### config.mk
export PLATFORM = sky130hd
export DESIGN_NAME = mod5_seq_monitor
export DESIGN_NICKNAME = d
export VERILOG_FILES = /design/src/rtl/mod5_seq_monitor.sv
export SDC_FILE = /design/constraint.sdc
export NUM_CORES = 1
export LEC_CHECK = 0
export CAP_MARGIN = 10
export CORE_ASPECT_RATIO = 2
export CORE_MARGIN = 5
export CORE_UTILIZATION = 45
export CTS_CLUSTER_SIZE = 20
export DETAILED_ROUTE_END_ITERATION = 7
export DONT_BUFFER_PORTS = 1
export GPL_TIMING_DRIVEN = 0
export SLEW_MARGIN = 15
export SYNTH_ARGS = -nofsm -noshare
export SYNTH_HDL_FRONTEND = slang
export SYNTH_SLANG_ARGS = --single-unit
### constraint.sdc
create_clock -name clk -period 6.36 [get_ports clk]
set_input_delay 0.954 -clock clk [delete_from_list [all_inputs] [get_ports clk]]
set_output_delay 0.954 -clock clk [all_outputs]
set_load 0.03 [all_outputs]
### src/rtl/mod5_seq_monitor.sv
// rtl/mod5_seq_monitor.sv - sequence monitor for an upstream mod-5 counter
module mod5_seq_monitor #(
    parameter int unsigned LOCK_N = 3
) (
    input  logic       clk,
    input  logic       rst,
    input  logic [2:0] cnt_in,
    input  logic       en,
    input  logic       clr,
    output logic       locked,
    output logic       err,
    output logic       illegal,
    output logic       wrap,
    output logic [7:0] err_cnt,
    output logic [7:0] wrap_cnt
);

    typedef enum logic [1:0] {HUNT, CHECK, LOCKED} state_t;

    state_t     state, state_nxt;
    logic [2:0] prev, prev_nxt, expected;
    logic [3:0] good, good_nxt, good_inc;
    logic       err_nxt, illegal_nxt, wrap_nxt;
    logic [7:0] err_cnt_nxt, wrap_cnt_nxt, err_cnt_inc;
    logic       legal, match;

    assign expected    = (prev == 3'd4) ? 3'd0 : prev + 3'd1;
    assign legal       = (cnt_in <= 3'd4);
    assign match       = (cnt_in == expected);
    assign good_inc    = good + 4'd1;
    assign err_cnt_inc = (err_cnt == 8'hFF) ? err_cnt : err_cnt + 8'd1;
    assign locked      = (state == LOCKED);

    always_comb begin
        state_nxt    = state;
        prev_nxt     = prev;
        good_nxt     = good;
        err_nxt      = 1'b0;
        illegal_nxt  = 1'b0;
        wrap_nxt     = 1'b0;
        err_cnt_nxt  = err_cnt;
        wrap_cnt_nxt = wrap_cnt;
        if (en) begin
            case (state)
                HUNT: begin
                    if (legal) begin
                        prev_nxt  = cnt_in;
                        good_nxt  = 4'd0;
                        state_nxt = CHECK;
                    end else begin
                        illegal_nxt = 1'b1;
                    end
                end
                CHECK: begin
                    if (!legal) begin
                        illegal_nxt = 1'b1;
                        state_nxt   = HUNT;
                    end else if (match) begin
                        prev_nxt = cnt_in;
                        good_nxt = good_inc;
                        if (good_inc == 4'(LOCK_N))
                            state_nxt = LOCKED;
                    end else begin
                        prev_nxt = cnt_in;
                        good_nxt = 4'd0;
                    end
                end
                LOCKED: begin
                    if (!legal) begin
                        err_nxt     = 1'b1;
                        illegal_nxt = 1'b1;
                        err_cnt_nxt = err_cnt_inc;
                        good_nxt    = 4'd0;
                        state_nxt   = HUNT;
                    end else if (match) begin
                        prev_nxt = cnt_in;
                        // a match from 4 can only be 0, so this is the wrap point
                        if (prev == 3'd4) begin
                            wrap_nxt     = 1'b1;
                            wrap_cnt_nxt = wrap_cnt + 8'd1;
                        end
                    end else begin
                        err_nxt     = 1'b1;
                        err_cnt_nxt = err_cnt_inc;
                        prev_nxt    = cnt_in;
                        good_nxt    = 4'd0;
                        state_nxt   = CHECK;
                    end
                end
                default: state_nxt = HUNT;
            endcase
        end
        if (clr) begin
            err_cnt_nxt  = 8'd0;
            wrap_cnt_nxt = 8'd0;
        end
    end

    always_ff @(posedge clk or negedge rst) begin
        if (!rst) begin
            state    <= HUNT;
            prev     <= 3'd0;
            good     <= 4'd0;
            err      <= 1'b0;
            illegal  <= 1'b0;
            wrap     <= 1'b0;
            err_cnt  <= 8'd0;
            wrap_cnt <= 8'd0;
        end else begin
            state    <= state_nxt;
            prev     <= prev_nxt;
            good     <= good_nxt;
            err      <= err_nxt;
            illegal  <= illegal_nxt;
            wrap     <= wrap_nxt;
            err_cnt  <= err_cnt_nxt;
            wrap_cnt <= wrap_cnt_nxt;
        end
    end

endmodule

==> impl_metrics.tcl <==
set metrics [dict create \
    slowest_stage "a211oi_4" \
    crit_required_ns 6.55 \
    worst-slew-pin-transition_ns 0.567 \
    diodes 0 \
    power.switching_mw 0.0836 \
    synth.avg_cell_area_sq_um 9.52 \
    finalSetupViolations 0 \
    relSlewSlack_pct 62.0 \
    ys_async_sr_fraction_pct 100 \
    antenna_found_initial 0 \
    reg2reg_slack_ns 4.01 \
    core.rowCount 30 \
    fmax_mhz 425 \
    setup_tns_ns 0 \
    netlist_area_sq_mm 0.00157 \
    clock_skew_ns 0.0116 \
    grt_overflow_total 0 \
    cts_buffers 3 \
    path_max_fanout 10 \
    whs_ns 0.365 \
    pwr-share-seq_pct 58.3 \
    ys_warn_count 0 \
    ys_top_cells_by_area "dfrtp_1 (45%), xor2_1 (5.0%), ha_1 (4.8%), nor2_1 (4.3%), xnor2_1 (3.9%)" \
    rr_endpoint "wrap_cnt[6]" \
    synth.distinct_cells 38 \
    path_delay_family "simple AND/OR/NAND/NOR gates" \
    io_pins 27 \
    clk_pin_slew_worst_paths_ns 0.10 \
    synth_common_cells "dfrtp_1 (28), nor2_1 (18), nand2_1 (13)" \
    total_power_mw 0.325 \
    maxCapViolations 0 \
    reg2reg_from "prev[0]" \
    reg2reg_depth 8 \
    ir_drop_mv 0.172 \
    via_per_inst 5.89 \
    critPathKind "register to register" \
    avgRoutedWirePerCell_um 16.6 \
    syn_to_final_growth_pct 5.18 \
    die_h_um 93.5 \
    syn_nets 178 \
    p_per_area_mw_per_mm2 197 \
    fillCellCount 312 \
    cp-start-kind "register" \
    cts_root_buf "clkbuf_8" \
    cts_tree "yes" \
    pwr-share-comb_pct 12.6 \
    finalNetCount 183 \
    vias 1178 \
    synth_top_cell_by_area "dfrtp_1" \
    cts_resized 0 \
    final_util_pct 48.9 \
    switching_share_pct 25.8 \
    hpwl_um 2630 \
    end_kind "register" \
    synth_edf_count 0 \
    drive_above_1_share_pct 8.33 \
    rsz0062_at_grt "false" \
    p_leak_nw 0.749 \
    synthCells 165 \
    p_int_mw 0.241 \
    pwr-share-clk_pct 29.1 \
    period_needed_ns 2.35 \
    start_util_pct 46.5 \
    clockBufferDepth 2 \
    grt_max_degree 29 \
    first_pass_iters 4 \
    drc 0 \
    ys_ff_latch 28 \
    antenna_left 0 \
    finalHoldViolCount 0 \
    path_cells "ha_1 > nor2b_1 > or3_1 > a211oi_4 > buf_6 > nand4_1 > xor2_1 > nor2_1" \
    first_global_vias 1222 \
    ys_seq_area_share_pct 44.6 \
    cp.arrival_ns 2.54 \
    max_stage_delay_ns 0.48 \
    pre_cts_ws_ns 3.78 \
    drt_iter0_markers 13 \
    clkSinkCount 28 \
    io_buffers 0 \
    fin_ws_ns 4.01 \
    period_share_pct 37.0 \
    maxSlewViolCount 0 \
    post-cts-setup-buffer-count 0 \
    synth.most_common_cell "dfrtp_1" \
    hold_buffers 0 \
    htreeDepth 1 \
    synth.top_cell.area_share_pct 44.6 \
    dieArea_sq_mm 0.00484 \
    grt_pass1_wl_um 5710 \
    core_area_sq_mm 0.00338 \
    clkLatencyLatePin_ns 0.27 \
    grt_usage_pct 15.5 \
    outcome "complete, no violations" \
    path_buf_inv 1 \
    die_x_um 51.8 \
    gp_congestion 0.836 \
    hold_class "primary input to asynchronous set/reset pin" \
    synth_top_flop_cell "dfrtp_1" \
    drt-total-wl_um 3310 \
]
==> worst max path at each step <==
| stage | slack, ns | startpoint | to | depth (start not counted) |
|---|---|---|---|---|
| floorplan | 4.02 | cnt_in[2] | wrap_cnt[6] | 6 |
| global placement | 3.81 | en | err_cnt[7] | 7 |
| detailed placement | 3.78 | cnt_in[2] | wrap_cnt[6] | 6 |
| CTS | 3.98 | prev[0] | wrap_cnt[6] | 8 |
| global route | 3.85 | prev[0] | wrap_cnt[6] | 8 |
| finish | 4.01 | prev[0] | wrap_cnt[6] | 8 |
==> stage by stage <==
| step | instances | area [sq um] |
|---|---|---|
| floorplan | 165 | 1570 |
| global placement | 197 | 1610 |
| detailed placement | 197 | 1610 |
| CTS | 200 | 1650 |
| global route | 200 | 1650 |
| finish | 200 | 1650 |
==> layout make-up <==
class                           instances  area [sq um]  share of cell area (%)
Inverter                                7          26.3                    1.59
Buffer                                  7          36.3                    2.20
Tap cell                               32          40.0                    2.42
Multi-Input combinational cell        123           807                    48.9
Clock buffer                            3          41.3                    2.50
Sequential cell                        28           701                    42.4
==> power groups by stage <==
stage | registers (mW) | logic (mW) | clock network, mW
6_report | 0.189 | 0.0410 | 0.0945
5_1_grt | 0.190 | 0.0460 | 0.105
4_1_cts | 0.189 | 0.0415 | 0.0958
3_5_place_dp | 0.193 | 0.0414 | 0
3_3_place_gp | 0.193 | 0.0400 | 0
2_1_floorplan | 0.191 | 0.0338 | 0
==> sequential cells by signal (all words and copies together) (netlist names) <==
register,flops
err_cnt,8
wrap_cnt,8
good,4
prev,3
state,2
err,1
illegal,1
wrap,1
==> metal layers <==
metal	global-route usage, %	vias to the layer above	wire [um]
li1	-	579	-
met1	18.0	578	1320
met2	26.3	15	1820
met3	2.71	6	89
met4	7.88	0	82
met5	0	-	0
==> layout by cell type, fill, tap and decap left out, types with 2 or more instances in the layout <==
cell / instances
mux2_2: 2
and3_2: 2
o21ai_0: 5
a31oi_1: 2
ha_1: 6
buf_2: 2
a2111oi_0: 2
nand3_1: 8
nor2_1: 18
dfrtp_1: 28
o22ai_1: 3
nand4_1: 9
clkbuf_1: 3
inv_1: 7
nor3b_1: 3
clkbuf_8: 3
and3_1: 6
nor2b_1: 2
xor2_1: 9
mux2i_1: 3
xnor2_1: 7
nand2_1: 13
a21oi_1: 9
==> cells by family (layout without fill, tap and decap cells) <==
kind of cell | Yosys count | after routing | synth area share, %
and+or+nand+nor | 71 | 71 | 23.7
DFF | 28 | 28 | 44.6
AOI/OAI and AO/OA | 25 | 25 | 10.6
xor gates and xnor gates | 16 | 16 | 8.92
buffers and inverters | 14 | 17 | 3.98
adders and majority gates | 6 | 6 | 4.78
muxes | 5 | 5 | 3.35
No activity file was read; power rests on OpenSTA's default activity.
